**src/rtl/fp_issue_ctrl.sv**
```systemverilog
// FP issue controller: accepts decoded FP ops, issues them to FPnew, writes results back
// and accumulates sticky fflags. Optional WAIT watchdog enabled by FP_ISSUE_TIMEOUT_EN.
module fp_issue_ctrl #(
  parameter int unsigned FLEN           = 32,
  parameter int unsigned XLEN           = 32,
  parameter int unsigned TIMEOUT_CYCLES = 64
) (
  input  logic              clk_i,
  input  logic              rst_i,
  input  logic              dec_valid_i,
  input  logic              dec_illegal_i,
  input  logic              dec_ls_i,
  input  logic [3:0]        dec_op_i,
  input  logic              dec_op_mod_i,
  input  logic [2:0]        dec_rm_i,
  input  logic [4:0]        dec_rd_i,
  input  logic              dec_fp_wb_i,
  input  logic              dec_int_wb_i,
  input  logic              dec_move_xs_i,
  input  logic              dec_move_sx_i,
  input  logic [FLEN-1:0]   op_a_i,
  input  logic [FLEN-1:0]   op_b_i,
  input  logic [FLEN-1:0]   op_c_i,
  input  logic [XLEN-1:0]   int_op_i,
  input  logic [2:0]        frm_i,
  input  logic              fflags_clr_i,
  output logic              fpu_in_valid_o,
  input  logic              fpu_in_ready_i,
  output logic [3:0]        fpu_op_o,
  output logic              fpu_op_mod_o,
  output logic [2:0]        fpu_rm_o,
  output logic [3*FLEN-1:0] fpu_operands_o,
  input  logic              fpu_out_valid_i,
  output logic              fpu_out_ready_o,
  input  logic [FLEN-1:0]   fpu_result_i,
  input  logic [4:0]        fpu_status_i,
  output logic              stall_o,
  output logic              illegal_o,
  output logic              fp_wb_en_o,
  output logic [4:0]        fp_wb_addr_o,
  output logic [FLEN-1:0]   fp_wb_data_o,
  output logic              int_wb_en_o,
  output logic [4:0]        int_wb_addr_o,
  output logic [XLEN-1:0]   int_wb_data_o,
  output logic [4:0]        fflags_o,
  output logic              timeout_o
);

  localparam logic [3:0] OP_ADD = 4'd2;
  localparam logic [3:0] OP_I2F = 4'd12;

  typedef enum logic [1:0] {IDLE, ISSUE, WAIT, WB} state_e;

  state_e            state_q, state_d;
  logic              in_valid_q, in_valid_d, out_ready_q, out_ready_d;
  logic [3:0]        op_q, op_d;
  logic              mod_q, mod_d;
  logic [2:0]        rm_q, rm_d;
  logic [4:0]        rd_q, rd_d;
  logic              tgt_fp_q, tgt_fp_d, tgt_int_q, tgt_int_d;
  logic [3*FLEN-1:0] opnd_q, opnd_d;
  logic [4:0]        status_q, status_d, fflags_q, fflags_d;
  logic              illegal_q, illegal_d, timeout_q, timeout_d;
  logic              fp_wb_en_q, fp_wb_en_d, int_wb_en_q, int_wb_en_d;
  logic [FLEN-1:0]   fp_wb_data_q, fp_wb_data_d;
  logic [XLEN-1:0]   int_wb_data_q, int_wb_data_d;
  logic [2:0]        rm_res;
  logic              accept, is_illegal, is_move;

`ifdef FP_ISSUE_TIMEOUT_EN
  localparam int unsigned CNT_W = $clog2(TIMEOUT_CYCLES + 1);
  logic [CNT_W-1:0] cnt_q, cnt_d;
`endif

  always_comb begin
    rm_res     = (dec_rm_i == 3'b111) ? frm_i : dec_rm_i;
    accept     = (state_q == IDLE) && dec_valid_i && !dec_ls_i;
    is_illegal = dec_illegal_i || (rm_res inside {3'b101, 3'b110, 3'b111});
    is_move    = dec_move_xs_i || dec_move_sx_i;
    stall_o    = (accept && !is_illegal && !is_move) || (state_q == ISSUE) || (state_q == WAIT);

    state_d       = state_q;
    op_d          = op_q;
    mod_d         = mod_q;
    rm_d          = rm_q;
    rd_d          = rd_q;
    tgt_fp_d      = tgt_fp_q;
    tgt_int_d     = tgt_int_q;
    opnd_d        = opnd_q;
    status_d      = status_q;
    fflags_d      = fflags_clr_i ? '0 : fflags_q;
    fp_wb_data_d  = fp_wb_data_q;
    int_wb_data_d = int_wb_data_q;
    illegal_d     = 1'b0;
    timeout_d     = 1'b0;
    fp_wb_en_d    = 1'b0;
    int_wb_en_d   = 1'b0;
`ifdef FP_ISSUE_TIMEOUT_EN
    cnt_d = cnt_q;
`endif

    unique case (state_q)
      IDLE: begin
        if (accept) begin
          if (is_illegal) begin
            illegal_d = 1'b1;
          end else if (dec_move_xs_i) begin
            int_wb_en_d   = 1'b1;
            rd_d          = dec_rd_i;
            int_wb_data_d = XLEN'(op_a_i);
          end else if (dec_move_sx_i) begin
            fp_wb_en_d   = 1'b1;
            rd_d         = dec_rd_i;
            fp_wb_data_d = FLEN'(int_op_i);
          end else begin
            op_d      = dec_op_i;
            mod_d     = dec_op_mod_i;
            rm_d      = rm_res;
            rd_d      = dec_rd_i;
            tgt_fp_d  = dec_fp_wb_i;
            tgt_int_d = dec_int_wb_i;
            if (dec_op_i == OP_ADD)      opnd_d = {op_b_i, op_a_i, {FLEN{1'b0}}};
            else if (dec_op_i == OP_I2F) opnd_d = {{(2*FLEN){1'b0}}, FLEN'(int_op_i)};
            else                         opnd_d = {op_c_i, op_b_i, op_a_i};
            state_d = ISSUE;
          end
        end
      end
      ISSUE: begin
        if (fpu_in_ready_i) begin
          state_d = WAIT;
`ifdef FP_ISSUE_TIMEOUT_EN
          cnt_d = '0;
`endif
        end
      end
      WAIT: begin
        if (fpu_out_valid_i) begin
          state_d  = WB;
          status_d = fpu_status_i;
          if (tgt_fp_q) begin
            fp_wb_en_d   = 1'b1;
            fp_wb_data_d = fpu_result_i;
          end
          if (tgt_int_q) begin
            int_wb_en_d   = 1'b1;
            int_wb_data_d = XLEN'(fpu_result_i);
          end
        end
`ifdef FP_ISSUE_TIMEOUT_EN
        // Count of 0 is the first WAIT cycle, so the limit is hit at TIMEOUT_CYCLES-1.
        else if (cnt_q == CNT_W'(TIMEOUT_CYCLES - 1)) begin
          timeout_d = 1'b1;
          state_d   = IDLE;
        end else begin
          cnt_d = cnt_q + 1'b1;
        end
`endif
      end
      WB: begin
        fflags_d = fflags_clr_i ? status_q : (fflags_q | status_q);
        state_d  = IDLE;
      end
      default: state_d = IDLE;
    endcase

    in_valid_d  = (state_d == ISSUE);
    out_ready_d = (state_d == WAIT);
  end

  always_ff @(posedge clk_i or posedge rst_i) begin
    if (rst_i) begin
      state_q       <= IDLE;
      in_valid_q    <= 1'b0;
      out_ready_q   <= 1'b0;
      op_q          <= '0;
      mod_q         <= 1'b0;
      rm_q          <= '0;
      rd_q          <= '0;
      tgt_fp_q      <= 1'b0;
      tgt_int_q     <= 1'b0;
      opnd_q        <= '0;
      status_q      <= '0;
      fflags_q      <= '0;
      illegal_q     <= 1'b0;
      timeout_q     <= 1'b0;
      fp_wb_en_q    <= 1'b0;
      int_wb_en_q   <= 1'b0;
      fp_wb_data_q  <= '0;
      int_wb_data_q <= '0;
`ifdef FP_ISSUE_TIMEOUT_EN
      cnt_q         <= '0;
`endif
    end else begin
      state_q       <= state_d;
      in_valid_q    <= in_valid_d;
      out_ready_q   <= out_ready_d;
      op_q          <= op_d;
      mod_q         <= mod_d;
      rm_q          <= rm_d;
      rd_q          <= rd_d;
      tgt_fp_q      <= tgt_fp_d;
      tgt_int_q     <= tgt_int_d;
      opnd_q        <= opnd_d;
      status_q      <= status_d;
      fflags_q      <= fflags_d;
      illegal_q     <= illegal_d;
      timeout_q     <= timeout_d;
      fp_wb_en_q    <= fp_wb_en_d;
      int_wb_en_q   <= int_wb_en_d;
      fp_wb_data_q  <= fp_wb_data_d;
      int_wb_data_q <= int_wb_data_d;
`ifdef FP_ISSUE_TIMEOUT_EN
      cnt_q         <= cnt_d;
`endif
    end
  end

  assign fpu_in_valid_o  = in_valid_q;
  assign fpu_out_ready_o = out_ready_q;
  assign fpu_op_o        = op_q;
  assign fpu_op_mod_o    = mod_q;
  assign fpu_rm_o        = rm_q;
  assign fpu_operands_o  = opnd_q;
  assign illegal_o       = illegal_q;
  assign fp_wb_en_o      = fp_wb_en_q;
  assign fp_wb_addr_o    = rd_q;
  assign fp_wb_data_o    = fp_wb_data_q;
  assign int_wb_en_o     = int_wb_en_q;
  assign int_wb_addr_o   = rd_q;
  assign int_wb_data_o   = int_wb_data_q;
  assign fflags_o        = fflags_q;
`ifdef FP_ISSUE_TIMEOUT_EN
  assign timeout_o = timeout_q;
`else
  assign timeout_o = 1'b0;
`endif

endmodule
```
**config.mk**
```make
export PLATFORM = sky130hd
export DESIGN_NAME = fp_issue_ctrl
export DESIGN_NICKNAME = d
export VERILOG_FILES = /design/src/rtl/fp_issue_ctrl.sv
export SDC_FILE = /design/constraint.sdc
export NUM_CORES = 1
export LEC_CHECK = 0
export CORE_MARGIN = 2
export CORE_UTILIZATION = 35
export CTS_CLUSTER_DIAMETER = 150
export DETAILED_ROUTE_END_ITERATION = 8
export GPL_TIMING_DRIVEN = 0
export HOLD_SLACK_MARGIN = 0.03
export PLACE_DENSITY = 0.64
export SLEW_MARGIN = 20
export SYNTH_ARGS = -nofsm -noshare
export SYNTH_HDL_FRONTEND = slang
export SYNTH_SLANG_ARGS = --single-unit
```
**constraint.sdc**
```tcl
create_clock -name clk_i -period 9.05 [get_ports clk_i]
set_input_delay 1.3575 -clock clk_i [delete_from_list [all_inputs] [get_ports clk_i]]
set_output_delay 1.3575 -clock clk_i [all_outputs]
set_load 0.005 [all_outputs]
```
==> flow_summary.ini, run 1 <==
[run_status]
status = finished, final reports clean

[detailed_routing]
ant_nets = 0
wl_per_cell_um = 23.0
via_count = 8170
drc = 0
via_per_inst = 5.28
routed_wl_um = 35600
drt-pass1-iter-count = 5
first_iter_violations = 592

[setup_path]
crit_path_start_kind = input port
cp_slowest_cell = clkdlybuf4s50_1
cp_num_buf_inv = 5
end_kind = output pin
crit_fanout = 10
cp_top_family = buffers and inverters
crit_type = input port to output pin
cp.required_ps = 7690
rrSetupSlack_ps = 6480
max_stage_delay_ps = 550
critPathArrivalTime_ps = 3960
critical_path.cell_chain = clkdlybuf4s50_1 > or4b_4 > or3_1 > buf_2 > nand2b_4 > buf_6 > buf_6 > o21ai_0 > clkdlybuf4s50_1

[global_routing]
grt_pass1_vias = 8497
grt_start_max_net_pins = 85
grt_use_total_pct = 26.1
antenna_found_initial = 2
grt_pass1_wl_um = 52200
gr-total-overflow = 0

[yosys]
ys_types = 35
synthMuxAreaShare_pct = 13.9
synth_area_leaders = dfrtp_1 53%, mux2_2 9.6%, a22o_1 6.2%, a22oi_1 5.4%, a21oi_1 3.6%
yosysWarnings = 0
avgSynthCellArea_um2 = 11.3
ys_seq_area_share_pct = 53.2
synth_edf_count = 0
syn_nets = 991
netlist_top_cells_count = 192 x dfrtp_1, 77 x mux2_2, 67 x nor2_1, 65 x a21oi_1, 65 x a22oi_1
yosys.area.top_type = dfrtp_1
yosys.area_share.simple_pct = 7.33
syn_inst = 798
yosys.cell_count.top_type = dfrtp_1
ys_seq_elements = 192
synth_xor_area_share_pct = 0
synthAdderAreaFrac_pct = 0
synth_top_family_by_area = compound AO/OA/AOI/OAI gates
synth-compound-area-share_pct = 21.0
synth.cell_area_mm2 = 0.00902
async_flop_share_pct = 100
synth_flop_cell = dfrtp_1
synth.top_cell.area_share_pct = 53.2

[timing]
slew-limit-headroom_pct = 33.6
layout_min_cycle_time_ps = 5320
fin_crit_sh_pct = 58.8
max_freq_ghz = 0.188
rsz0062_at_grt = false
finalSetupViolCount = 0
setup_ws_ps = 3730
slew_viol_final = 0
hold_violations = 0
worst_pin_slew_ps = 996
finClkSkew_ps = 7.50

[job]
drv_cap = 0

[floorplan]
design.core.area_mm2 = 0.0253
die_h_um = 165
die_w_um = 165
rows = 58
io_pins = 383
initial_core_util_pct = 35.7
die_area_mm2 = 0.0271

[place]
place_worst_setup_slack_ps = 3730
gp_congestion = 0.859
hpwl_um = 26900
placed_cell_area_mm2 = 0.0133
numPortBuffers = 381

[final_layout]
final_nets = 1394
drive_gt1_share_pct = 11.2
syn2layout_area_growth_pct = 54.2
fin_area_mm2 = 0.0139

[worst_hold_path]
hold_path_class = register to register

[cts]
ctsHoldBuffers = 0
h-tree-depth = 4
cts.path.max_buffers = 2
clk_pin_slew_ps = 80
postCtsSetupBuffers = 0
cts_tree = built
cts.sink_count = 192
cts_resized = 0
clock-root-buffer = clkbuf_16
worstSkewPairLatency_ps = 440
cts_buffers = 17

[power]
leakage_nw = 5.83
power_mw = 3.85
powerDensity_mw_per_mm2 = 276
vdd_drop_max_v = 0.000109
layout by cell type, fill, tap and decap left out, drive strengths merged, types with 4 or more instances in the layout:
cell             n
a22oi           65
a22o            65
and2            34
o31ai           32
a21oi           65
clkinv           4
clkdlybuf4s50  381
inv             14
mux2            83
nand2           10
o21ai           49
mux2i           32
clkbuf          73
buf             23
dfrtp          192
nor2            68
nand2b           4
sequential cells by signal, summed over array words and instances (netlist names), 2 cells and up:
register,flops
status_q,5
fp_wb_addr_o,5
fflags_o,5
fp_wb_data_o,32
fpu_rm_o,3
fpu_operands_o,96
state_q,2
int_wb_data_o,32
fpu_op_o,4
metal layers:
metal	part of all wire (%)	GRT usage, %	routed length (um)	vias to the layer above
met4	2.3	8.06	833	0
met3	7.7	6.88	2740	46
met1	41	32.6	14600	4022
li1	-	-	-	3756
met2	49	44.3	17400	346
met5	0	0	0	-
path summary, 6_finish.rpt:
| check | start | end | cells after the start |
|---|---|---|---|
| max reg2reg | state_q[1]$_DFF_PP0_ | fpu_operands_o[63]$_DFFE_PP0P_ | 7 |
| max in group asynchronous | rst_i | fpu_operands_o[83]$_DFFE_PP0P_ | 3 |
| min reg2reg | status_q[4]$_DFFE_PP0P_ | fflags_o[4]$_DFFE_PP0P_ | 2 |
| max | dec_valid_i | stall_o | 9 |
| min | status_q[4]$_DFFE_PP0P_ | fflags_o[4]$_DFFE_PP0P_ | 2 |
| min in group asynchronous | rst_i | fp_wb_addr_o[0]$_DFFE_PP0P_ | 2 |
through the flow:
stage	util, %	instances	hold WS (ps)	setup TNS (ps)
2_1_floorplan	-	798	444	0
3_3_place_gp	52.5	1509	460	-115990
3_5_place_dp	52.7	1511	471	0
4_1_cts	55.0	1543	483	0
5_1_grt	55.1	1546	517	0
6_report	55.1	1546	481	0
kinds of logic after synthesis:
kind of cell	Yosys count
buffers and inverters	82
AO/OA/AOI/OAI	279
other	1
multiplexers	115
flip-flops	192
AND/OR/NAND/NOR	129
tightest hold or removal path, delay by kind of cell, from the launching register on:
family | cells | cell delay [ps]
compound gates | 1 | 60
flops | 1 | 340
simple gates | 1 | 50
final cells by class:
| type | instances | area, um^2 |
|---|---|---|
| inverters | 7 | 33.8 |
| plain buffers | 75 | 380 |
| clock inverters | 14 | 148 |
| clock buffers | 18 | 439 |
| diodes | 2 | 5.00 |
| flip-flops and latches | 192 | 4800 |
| repair buffers | 384 | 3880 |
| well taps | 330 | 413 |
| fillers | 2264 | 11300 |
| multi-input cells | 524 | 3810 |
power breakdown:
group / internal [mW] / total [mW] / switching [mW] / leakage [nW]
Clock: 0.399 / 0.772 / 0.374 / 0.285
Combinational: 1.00 / 1.66 / 0.653 / 3.19
Sequential: 1.22 / 1.42 / 0.197 / 2.35
Power figures use the tool's default switching activity.
==> run 2, diff against run 1 <==
- PLACE_DENSITY: 0.64 -> 0.67
- clock period: 9.05 -> 4.75 ns (I/O delays scaled with it)
==> run 2 against run 1 <==
Effect of this change:
- highest routed layer unchanged
- sequential power grew 91%
- critical endpoint unchanged
- setup slack got worse by 3000 ps
- power is 91% higher
- hold slack got worse by 4.3 ps
- global-route usage up 0.22 points
- die area stayed put
- largest power group unchanged
==> flow_summary.ini, run 2 (same netlist as run 1, synthesis figures left out) <==
[cts]
cts.path.max_buffers = 2
clock-root-buffer = clkbuf_16
cts_tree = built
clk_pin_slew_ps = 80
postCtsSetupBuffers = 0
cts_buffers = 17
cts_resized = 0
cts.sink_count = 192
worstSkewPairLatency_ps = 440
ctsHoldBuffers = 0
h-tree-depth = 4

[final_layout]
largest_reg_flops = 96
antenna_cells = 0
syn2layout_area_growth_pct = 55.1
final_cell_mix = 381 x clkdlybuf4s50_1, 192 x dfrtp_1, 77 x mux2_2
layout_commonest_cell = clkdlybuf4s50_1
final_nets = 1399
drive_gt1_share_pct = 11.4

[timing]
finClkSkew_ps = 13.3
slew_viol_final = 0
slew-limit-headroom_pct = 29.2
max_freq_ghz = 0.246
hold_violations = 0
worst_pin_slew_ps = 1060
finalSetupViolCount = 0
layout_min_cycle_time_ps = 4060
fin_setup_tns_ps = 0
fin_crit_sh_pct = 85.5
rsz0062_at_grt = false

[power]
seq_power_share_pct = 36.9
vdd_drop_max_v = 0.000239
powerDensity_mw_per_mm2 = 525
p_int_mw = 5.00
power_mw = 7.34
leakage_nw = 5.87
power_frac_comb_pct = 43.0
p_switching_mw = 2.34
swShare_pct = 31.9
clock_power_share_pct = 20.1

[floorplan]
rows = 58
io_pins = 383
design.core.area_mm2 = 0.0253
die_area_mm2 = 0.0271
die_w_um = 165
die_h_um = 165
initial_core_util_pct = 35.7

[setup_path]
cp_slowest_cell = clkdlybuf4s50_1
critical_path.cell_chain = clkdlybuf4s50_1 > or4b_4 > or3_1 > buf_2 > nand2b_4 > buf_6 > buf_6 > o21ai_0 > clkdlybuf4s50_1
end_kind = output pin
crit_path_start_kind = input port
cp.required_ps = 4040
critPathArrivalTime_ps = 3350
crit_fanout = 10
max_stage_delay_ps = 550
crit_type = input port to output pin

[detailed_routing]
via_per_inst = 5.34
via_count = 8279
ant_nets = 0
wl_per_cell_um = 23.1
routed_wl_um = 35800
first_iter_violations = 618
drt-pass1-iter-count = 5
drc = 0

[global_routing]
gr-total-overflow = 0
met3_usage_pct = 7.21
antenna_found_initial = 0
grt_pass1_wl_um = 52900
grt_use_met2_pct = 45.1
met1_usage_pct = 32.9
grt_use_total_pct = 26.3
grt_pass1_vias = 8516
grt_start_max_net_pins = 32
top_usage_layer = met2

[place]
gp_congestion = 0.868
hpwl_um = 27600
numPortBuffers = 381

[run_status]
status = finished, final reports clean

[job]
drv_cap = 0

[worst_hold_path]
hold_path_class = register to register
## run 2: area by class of cell
type	instances	area (um^2)
Buffer	75	380
Clock buffer	19	443
Clock inverter	13	140
Fill cell	2262	11300
Inverter	7	30.0
Multi-Input combinational cell	524	3810
Sequential cell	192	4800
Tap cell	330	413
Timing Repair Buffer	389	3970
## run 2: path summary, 6_finish.rpt
kind                                    startpoint                        endpoint  slack [ps]  cells after the start
max                                    dec_valid_i                         stall_o         690                      9
min                        status_q[0]$_DFFE_PP0P_         fflags_o[0]$_DFFE_PP0P_         480                      2
max reg2reg                   state_q[1]$_DFF_PP0_  fpu_operands_o[60]$_DFFE_PP0P_        2160                      7
min reg2reg                status_q[0]$_DFFE_PP0P_         fflags_o[0]$_DFFE_PP0P_         480                      2
max in group asynchronous                    rst_i  fpu_operands_o[11]$_DFFE_PP0P_        3120                      6
min in group asynchronous                    rst_i     fp_wb_addr_o[3]$_DFFE_PP0P_         540                      2
## run 2: routing by layer
| layer | vias to the layer above | routed length (um) |
|---|---|---|
| met4 | 0 | 799 |
| met1 | 4102 | 14500 |
| li1 | 3758 | - |
| met5 | - | 0 |
| met3 | 44 | 2890 |
| met2 | 375 | 17600 |
## run 2: power by group through the flow
stage | logic (mW) | clock network (mW) | registers (mW)
finish | 3.15 | 1.48 | 2.71
global route | 3.43 | 1.58 | 2.80
CTS | 3.19 | 1.50 | 2.71
detailed placement | 3.18 | 0 | 2.74
global placement | 3.13 | 0 | 2.71
floorplan | 1.10 | 0 | 2.74
## run 2: metrics by stage
stage	area, um^2	setup WS [ps]	util [%]	cells	hold WS (ps)
floorplan	9030	1560	-	798	444
global placement	13300	-219	52.5	1509	461
detailed placement	13400	674	53.1	1517	469
CTS	14000	674	55.4	1549	473
global route	14000	610	55.4	1549	513
finish	14000	689	55.4	1549	477
## run 2: critical path, delay by kind of cell
kind	cells	cell delay, ps
AO/OA/AOI/OAI	1	70
buffers and inverters	5	1560
AND/OR/NAND/NOR	3	980
